`src/rtl/l1_pkg.sv`:
```
`default_nettype none
// ============================================================================
// Module      : l1_pkg
// Description : Shared widths, types and helpers for the L1 fill writer.
// Revision    : 1.0 - initial release
// ============================================================================
package l1_pkg;

    localparam int DATA_WIDTH      = 64;
    localparam int WAYS            = 8;
    localparam int WD_WIDTH        = WAYS * DATA_WIDTH;
    localparam int BEAT_WIDTH      = 256;
    localparam int BEATS_PER_HALF  = WD_WIDTH / BEAT_WIDTH;
    localparam int BEATS_PER_LINE  = 2 * BEATS_PER_HALF;

    localparam int L1_NSTRMS       = 16;
    localparam int L1_NSTRMS_WIDTH = $clog2(L1_NSTRMS);
    localparam int L1_NCL          = 16;
    localparam int L1_NCL_WIDTH    = $clog2(L1_NCL);
    localparam int ADDR_WIDTH      = L1_NSTRMS_WIDTH + L1_NCL_WIDTH + 1;

    typedef logic [L1_NSTRMS_WIDTH-1:0]        strm_t;
    typedef logic [L1_NCL_WIDTH-1:0]           cl_t;
    typedef logic [L1_NCL_WIDTH:0]             occ_t;
    typedef logic [$clog2(BEATS_PER_LINE)-1:0] beat_t;

    // BRAM write address layout: {stream, slot, half}
    typedef struct packed {
        strm_t st;
        cl_t   cl;
        logic  half;
    } wa_t;

    typedef enum logic [0:0] {
        ST_IDLE = 1'b0,
        ST_FILL = 1'b1
    } state_t;

    // Next ring slot; the ring size is a power of two so the add wraps.
    function automatic cl_t cl_inc(input cl_t c);
        return c + cl_t'(1);
    endfunction

endpackage : l1_pkg
`default_nettype wire

```
`src/rtl/l1_ring_ctr.sv`:
```
`default_nettype none
// ============================================================================
// Module      : l1_ring_ctr
// Description : Per-stream ring write pointer and line occupancy registers.
//               Reserve bumps occupancy, release drops it, advance moves the
//               write pointer. Releasing an empty ring raises a sticky error.
// Revision    : 1.0 - initial release
// ============================================================================
module l1_ring_ctr
    import l1_pkg::*;
(
    input  logic                  clk,
    input  logic                  reset,
    input  logic                  rsv_v,
    input  strm_t                 rsv_st,
    input  logic                  rel_v,
    input  strm_t                 rel_st,
    input  logic                  adv_v,
    input  strm_t                 adv_st,
    output cl_t [L1_NSTRMS-1:0]   wp,
    output logic [L1_NSTRMS-1:0]  full,
    output logic                  err
);

    occ_t                 occ [L1_NSTRMS];
    logic [L1_NSTRMS-1:0] underflow;

    // Decode full flags and empty-ring releases per stream.
    always_comb begin
        full      = '0;
        underflow = '0;
        for (int s = 0; s < L1_NSTRMS; s++) begin
            full[s]      = (occ[s] == occ_t'(L1_NCL));
            underflow[s] = rel_v && (rel_st == strm_t'(s)) &&
                           !(rsv_v && (rsv_st == strm_t'(s))) &&
                           (occ[s] == '0);
        end
    end

    // Occupancy and write-pointer update; a same-stream reserve and release
    // cancel each other out.
    always_ff @(posedge clk or posedge reset) begin
        if (reset) begin
            for (int s = 0; s < L1_NSTRMS; s++) begin
                occ[s] <= '0;
                wp[s]  <= '0;
            end
        end else begin
            for (int s = 0; s < L1_NSTRMS; s++) begin
                if (rsv_v && (rsv_st == strm_t'(s)) &&
                    !(rel_v && (rel_st == strm_t'(s)))) begin
                    if (occ[s] != occ_t'(L1_NCL)) begin
                        occ[s] <= occ[s] + occ_t'(1);
                    end
                end else if (rel_v && (rel_st == strm_t'(s)) &&
                             !(rsv_v && (rsv_st == strm_t'(s)))) begin
                    if (occ[s] != '0) begin
                        occ[s] <= occ[s] - occ_t'(1);
                    end
                end
                if (adv_v && (adv_st == strm_t'(s))) begin
                    wp[s] <= cl_inc(wp[s]);
                end
            end
        end
    end

    // Sticky error once any stream is released while empty.
    always_ff @(posedge clk or posedge reset) begin
        if (reset) begin
            err <= 1'b0;
        end else if (|underflow) begin
            err <= 1'b1;
        end
    end

endmodule : l1_ring_ctr
`default_nettype wire

```
`src/rtl/l1_fill_writer.sv`:
```
`default_nettype none
// ============================================================================
// Module      : l1_fill_writer
// Description : Packs 256b response beats into 512b half-lines, allocates
//               each 128B line to the stream's next ring slot, drives the
//               BRAM write port and announces completed lines.
// Revision    : 1.0 - initial release
// ============================================================================
module l1_fill_writer
    import l1_pkg::*;
(
    input  logic                       clk,
    input  logic                       reset,
    input  logic                       i_v,
    output logic                       i_r,
    input  logic [L1_NSTRMS_WIDTH-1:0] i_st,
    input  logic [BEAT_WIDTH-1:0]      i_d,
    input  logic                       i_rel_v,
    input  logic [L1_NSTRMS_WIDTH-1:0] i_rel_st,
    output logic                       o_we,
    output logic [ADDR_WIDTH-1:0]      o_wa,
    output logic [WD_WIDTH-1:0]        o_wd,
    output logic                       o_fill_v,
    output logic [L1_NSTRMS_WIDTH-1:0] o_fill_st,
    output logic [L1_NCL_WIDTH-1:0]    o_fill_cl,
    output logic                       o_err
);

    state_t                state;
    beat_t                 beat_cnt;
    strm_t                 cur_st;
    cl_t                   cur_cl;
    logic [BEAT_WIDTH-1:0] pack_lo;
    wa_t                   wa_q;

    cl_t [L1_NSTRMS-1:0]   wp;
    logic [L1_NSTRMS-1:0]  full;
    logic                  accept;
    logic                  rsv_v;
    logic                  adv_v;

    // Ready: beat 0 waits for a free slot; later beats always flow.
    always_comb begin
        i_r = (state == ST_IDLE) ? !full[i_st] : 1'b1;
    end

    assign accept = i_v && i_r;
    assign rsv_v  = accept && (state == ST_IDLE);
    assign adv_v  = accept && (state == ST_FILL) &&
                    (beat_cnt == beat_t'(BEATS_PER_LINE - 1));
    assign o_wa   = wa_q;

    l1_ring_ctr u_ring (
        .clk    (clk),
        .reset  (reset),
        .rsv_v  (rsv_v),
        .rsv_st (i_st),
        .rel_v  (i_rel_v),
        .rel_st (i_rel_st),
        .adv_v  (adv_v),
        .adv_st (cur_st),
        .wp     (wp),
        .full   (full),
        .err    (o_err)
    );

    // Line FSM: odd beats close a half and issue its write the next cycle;
    // the last beat also announces the completed line.
    always_ff @(posedge clk or posedge reset) begin
        if (reset) begin
            state     <= ST_IDLE;
            beat_cnt  <= '0;
            cur_st    <= '0;
            cur_cl    <= '0;
            pack_lo   <= '0;
            wa_q      <= '0;
            o_we      <= 1'b0;
            o_wd      <= '0;
            o_fill_v  <= 1'b0;
            o_fill_st <= '0;
            o_fill_cl <= '0;
        end else begin
            o_we     <= 1'b0;
            o_fill_v <= 1'b0;
            if (accept) begin
                case (state)
                    ST_IDLE: begin
                        cur_st   <= i_st;
                        cur_cl   <= wp[i_st];
                        pack_lo  <= i_d;
                        beat_cnt <= beat_t'(1);
                        state    <= ST_FILL;
                    end
                    ST_FILL: begin
                        beat_cnt <= beat_cnt + beat_t'(1);
                        if (!beat_cnt[0]) begin
                            pack_lo <= i_d;
                        end else begin
                            o_we    <= 1'b1;
                            wa_q    <= '{st: cur_st, cl: cur_cl, half: beat_cnt[1]};
                            o_wd    <= {i_d, pack_lo};
                            if (beat_cnt[1]) begin
                                o_fill_v  <= 1'b1;
                                o_fill_st <= cur_st;
                                o_fill_cl <= cur_cl;
                                state     <= ST_IDLE;
                            end
                        end
                    end
                    default: begin
                        state    <= ST_IDLE;
                        beat_cnt <= '0;
                    end
                endcase
            end
        end
    end

endmodule : l1_fill_writer
`default_nettype wire
```
`config.mk`:
```
export PLATFORM = sky130hd
export DESIGN_NAME = l1_fill_writer
export DESIGN_NICKNAME = d
export VERILOG_FILES = /design/src/rtl/l1_pkg.sv /design/src/rtl/l1_ring_ctr.sv /design/src/rtl/l1_fill_writer.sv
export SDC_FILE = /design/constraint.sdc
export NUM_CORES = 2
export LEC_CHECK = 0
export ABC_CLOCK_PERIOD_IN_PS = 86200
export CELL_PAD_IN_SITES_DETAIL_PLACEMENT = 1
export CELL_PAD_IN_SITES_GLOBAL_PLACEMENT = 1
export CORE_AREA = 2 2 315 317
export DETAILED_ROUTE_END_ITERATION = 10
export DIE_AREA = 0 0 317 319
export PLACE_DENSITY_LB_ADDON = 0.08
export SLEW_MARGIN = 30
export SYNTH_ARGS = -nofsm -noshare
export SYNTH_HDL_FRONTEND = slang
export SYNTH_HIERARCHICAL = 1
export SYNTH_SLANG_ARGS = --single-unit
```
`constraint.sdc`:
```
create_clock -name clk -period 86.2 [get_ports clk]
set_input_delay 17.24 -clock clk [delete_from_list [all_inputs] [get_ports clk]]
set_output_delay 17.24 -clock clk [all_outputs]
set_load 0.02 [all_outputs]
```
# Word-level counts from Yosys, hierarchy flattened

Index checks and enable logic that the tools add are counted.

Logic and storage cells: 495
Register bits after elaboration: 943
Input bits: 268

Bitwise gates (word level): 1
Reduce and logical (&&, ||, !) cells: 221
Equal/unequal tests: 95
Mux-type cells: 82
$add $sub $neg: 49
Magnitude comparators: 1

Operators with widths:

| cell                                                        | count |
|---|---|
| case mux 256 bit (2 select lines)                           | 1 |
| two-way mux 5 bit                                           | 64 |
| two-way mux 256 bit                                         | 1 |
| logical AND 1 bit                                           | 100 |
| == test 4 bit (second input constant)                       | 24 |
| adder 5 x 1 -> 5 bit (second input constant)                | 16 |
| == test 5 bit (second input constant)                       | 16 |
| zero test 5 bit                                             | 16 |
| inequality test 5 bit (second input constant)               | 16 |
| nonzero test 5 bit                                          | 16 |
| subtractor 5 x 1 -> 5 bit (second input constant)           | 16 |
| adder 4 x 1 -> 4 bit (second input constant)                | 16 |
| nonzero test 2 bit                                          | 32 |
| AND reduction 3 bit                                         | 17 |
| == test 4 x 3 -> 1 bit (second input constant)              | 12 |
| inequality test 2 bit (second input constant)               | 17 |
| zero test 1 bit                                             | 33 |
| == test 4 x 2 -> 1 bit (second input constant)              | 6 |
| binary-select mux 4 bit (select 4 bit)                      | 1 |
| OR reduction 16 bit                                         | 1 |
| == test 4 x 1 -> 1 bit (second input constant)              | 3 |
| zero test 4 bit                                             | 3 |
| two-way mux 1 bit                                           | 11 |
| less-than comparator 4 x 5 -> 1 bit (second input constant) | 1 |
| 9 further kinds                                             | 10 |

# Logic depth before layout (Yosys ltp)

Word-level depth: 12
Gate-level depth with buffers: 16
Gate-level depth less buffers: 16

# Cells and area by module

The synthesis kept the hierarchy.

Modules (own cells, without submodules):

| module         | sequential area each (µm²) | instances | cells each | area each (µm²) |
|---|---|---|---|---|
| l1_fill_writer | 19,969.2                   | 1         | 2,850      | 30,397.9 |
| l1_ring_ctr    | 3,628.5                    | 1         | 871        | 8,883.5 |

# Worst setup path after synthesis

OpenSTA, ideal clock, no wires.

Kind: input-to-output
Start: in i_st[1]
End: out i_r
Path slack: 50,181 ps
Data arrival time: 18,779 ps
Required time: 68,960 ps
Stages on the path: 5
Path buffers: 2
Path through: buf_6 -> buf_6 -> mux2_2 -> mux4_2 -> a22oi_1

Cells in the longest elaborated chain, start to end: 4

Ends and longest elaborated chain:

| element                                 | line                 | text |
|---|---|---|
| start, declared                         | l1_fill_writer.sv:16 | `input logic [L1_NSTRMS_WIDTH-1:0] i_st,` |
| binary-select mux 1 bit (select 4 bit)  | l1_fill_writer.sv:44 | `i_r = (state == ST_IDLE) ? !full[i_st] : 1'b1;` |
| two-way mux 1 bit (not written as such) | l1_fill_writer.sv:44 |  |
| zero test 1 bit                         | l1_fill_writer.sv:44 |  |
| two-way mux 1 bit                       | l1_fill_writer.sv:44 |  |
| end, declared                           | l1_fill_writer.sv:15 | `output logic i_r,` |

Every way passes these cells. The select of a mux whose other input is x is not followed.

# Worst setup path in the final report

Same ends and word-level chain as after synthesis.

==> results_dict.tcl <==
set metrics [dict create \
    drc 0 \
    ys_seq_area_share_pct 60.07 \
    status "complete, no violations" \
    wirelength_um 129000 \
    cts_sinks 943 \
    period_minus_slack_ns 37.28 \
    synth_warnings 6 \
    die_h_um 319 \
    coreArea_um2 97700 \
    async_flop_share_pct 100.0 \
    drt-initial-drc-count 1525 \
    synth.net_count 4109 \
    grt_pass1_vias 30810 \
    post_drt_wl_per_cell_um 21.90 \
    cpLargestDelayFamily "buffers and inverters" \
    fin_setup_tns_ns 0 \
    worstSkewPairLatency_ns 0.69 \
    grtUsageTotal_pct 25.52 \
    worst_clock_skew_ns 0.02024 \
    grt_start_max_net_pins 180 \
    start_util_pct 40.21 \
    finalSetupViolations 0 \
    worst_ir_drop_vdd_mv 0.02040 \
    end_kind "primary output" \
    firstDrtPassIters 5 \
    tightest_slew_ns 0.9495 \
    p_per_area_nw_per_um2 40.30 \
    drive_above_1_share_pct 11.23 \
    cts_tree "yes" \
    std_cell_rows 115 \
    avgSynthCellArea_um2 10.56 \
    min_path_cells 2 \
    synth_compound_area_share_pct 2.080 \
    worstReg2RegStart "u_ring/occ[40]" \
    ctsHoldBuffers 0 \
    clock-root-buffer "clkbuf_16" \
    hpwlAfterDp_um 92400 \
    cp.buffers_inverters 3 \
    critPathArrivalTime_ns 20.04 \
    via_per_inst 4.925 \
    rrSetupSlack_ns 81.50 \
    reg2reg_to "u_ring/occ[79]" \
    ys_types 45 \
    final_max_slew_viol_count 0 \
    crit_required_ns 68.96 \
    area_delta_synth_final_pct 32.87 \
    cts_resized 0 \
    fin_nets 4897 \
    ys_ff_latch 943 \
    worstHoldStart "pack_lo[11]" \
    hp-class "flop to flop" \
    ys.flop_type "dfrtp_1" \
    clk_pin_slew_ns 0.06 \
    min_to "o_wd[11]" \
    htreeDepth 3 \
    hold_violations 0 \
    reg2regPathDepth 16 \
    cts_setup_buffers 0 \
    antenna_found_initial 20 \
    gp_congestion 0.8481 \
    num_vias 29010 \
    cp_max_fo 32 \
    synth_top_family_by_area "simple AND/OR/NAND/NOR gates" \
    startpoint_type "input port" \
    grt_first_pass_wirelength_um 195600 \
    synth-edff-count 0 \
    cap_violations 0 \
    fmax_ghz 0.02683 \
    synthMuxAreaShare_pct 9.489 \
    synthXorXnorAreaFrac_pct 3.032 \
    syn_inst 3721 \
    cts_buffers 105 \
    crit_top_cell "clkdlybuf4s50_1" \
    grt-ovfl-total 0 \
    ant_nets 0 \
    min_period_over_period_pct 43.25 \
    clk_path_buf_depth 3 \
    power.leakage_nw 24.87 \
    cp_cell_sequence "clkdlybuf4s50_1 > buf_4 > mux2_2 > mux4_2 > a22oi_1 > clkdlybuf4s50_1" \
    final_cell_mix "1,692 x nand2_1, 943 x dfrtp_1, 800 x clkdlybuf4s50_1" \
    relSlewSlack_pct 36.70 \
    max_stage_delay_ns 0.71 \
    yosys.area_share.adder_pct 4.128 \
    yosys.area_share.simple_pct 18.67 \
    portBuffers 800 \
    syn_area_um2 39280 \
    cp_slowest_cell "clkdlybuf4s50_1" \
    die_x_um 317 \
    timing.hold.ws_ns 0.4459 \
    final_common_cell "nand2_1" \
    ios 801 \
    die_area_um2 101100 \
    rsz0062_at_grt "false" \
    path_class "input port to primary output" \
]
-- power breakdown --
| part | total [mW] | leakage [nW] | internal (mW) | switching, mW |
|---|---|---|---|---|
| clock | 0.468 | 1.78 | 0.275 | 0.192 |
| combinational | 0.868 | 11.4 | 0.382 | 0.486 |
| sequential | 0.768 | 11.6 | 0.645 | 0.123 |
| total | 2.10 | 24.9 | 1.30 | 0.802 |
-- stage by stage --
step | setup slack, ns | cells | power [mW] | util, % | cell area, µm²
6_report | 48.92 | 5890 | 2.103 | 53.42 | 52190
5_1_grt | 48.77 | 5888 | 2.235 | 53.42 | 52190
4_1_cts | 48.87 | 5880 | 2.129 | 53.34 | 52110
3_5_place_dp | 48.86 | 5687 | 1.649 | 49.63 | 48490
3_3_place_gp | 48.89 | 5684 | 1.620 | 49.57 | 48430
2_1_floorplan | 46.55 | 3721 | 1.236 | - | 39280
-- cell families after synthesis --
| group | after synthesis |
|---|---|
| muxes | 313 |
| xor gates and xnor gates | 136 |
| AOI/OAI and AO/OA | 132 |
| and+or+nand+nor | 1858 |
| buffers and inverters | 219 |
| DFF | 943 |
| adders and majority gates | 120 |
-- Yosys cell counts (5+ instances only) --
master | count | area (µm²)
mux2_1 | 19 | 214.0
or3_1 | 8 | 50.05
mux2_2 | 276 | 3108
nor2_1 | 33 | 123.9
nor4_1 | 16 | 100.1
dfrtp_1 | 943 | 23600
nand2b_1 | 5 | 31.28
fa_1 | 16 | 320.3
nand3b_1 | 17 | 127.6
a22oi_1 | 9 | 67.56
buf_6 | 16 | 180.2
xor2_1 | 40 | 350.3
clkbuf_1 | 117 | 439.2
xnor2_1 | 96 | 840.8
ha_1 | 104 | 1301
nor3_1 | 8 | 40.04
a21oi_1 | 48 | 240.2
mux4_2 | 18 | 405.4
o21a_1 | 9 | 67.56
inv_1 | 68 | 255.2
nand3_1 | 16 | 80.08
and2_1 | 17 | 106.4
a21o_1 | 26 | 195.2
nor2b_1 | 14 | 87.58
buf_4 | 13 | 97.59
nand2_1 | 1692 | 6351
nand4_1 | 19 | 118.9
o21ai_0 | 34 | 170.2
-- area by class of cell --
cell class	instances	area (µm²)
fill	10590	45510
sequential	943	23600
multi-input combinational	2559	14700
timing repair buffer	831	8357
clock buffer	149	3063
tap	1287	1610
clock inverter	44	559.3
inverter	69	281.5
antenna	8	20.02
-- how the worst max path moves through the flow --
stage	cells past startpoint	slack [ns]	endpoint	start
CTS	6	48.87	i_r	i_st[1]
floorplan	1	46.55	beat_cnt[0]	reset
detailed placement	6	48.86	i_r	i_st[1]
global placement	6	48.89	i_r	i_st[1]
finish	6	48.92	i_r	i_st[1]
global route	6	48.77	i_r	i_st[1]
-- flip-flops by register name (all words and copies together), names as in the netlist --
register and count:
u_ring/err 1, o_wd 512, o_fill_v 1, state 1, o_wa 9, u_ring/wp 64
o_fill_cl 4, cur_st 4, o_fill_st 4, u_ring/occ 80, cur_cl 4, beat_cnt 2
pack_lo 256, o_we 1
-- per-layer routing --
metal	GRT usage (%)	vias to the layer above	routed length, µm
met5	0	-	181
met4	9.644	26	4829
met3	7.270	201	8941
met2	43.41	637	64280
met1	30.46	14700	50770
li1	-	13450	-
-- worst register-to-register path, cell delays in order, from the launching register on --
cell and delay, ns:
dfrtp_1 0.44, nor4_1 0.13, and2_1 0.20, mux2_2 0.27, mux4_2 0.54, a221oi_2 0.27, buf_4 0.28, or3b_2 0.55
nor3_1 0.25, ha_1 0.32, inv_1 0.14, ha_1 0.31, nor2b_1 0.14, o21a_1 0.18, or3_1 0.31, a21oi_1 0.18
xnor2_1 0.13
Note: power is estimated with default switching activity, not from simulation.
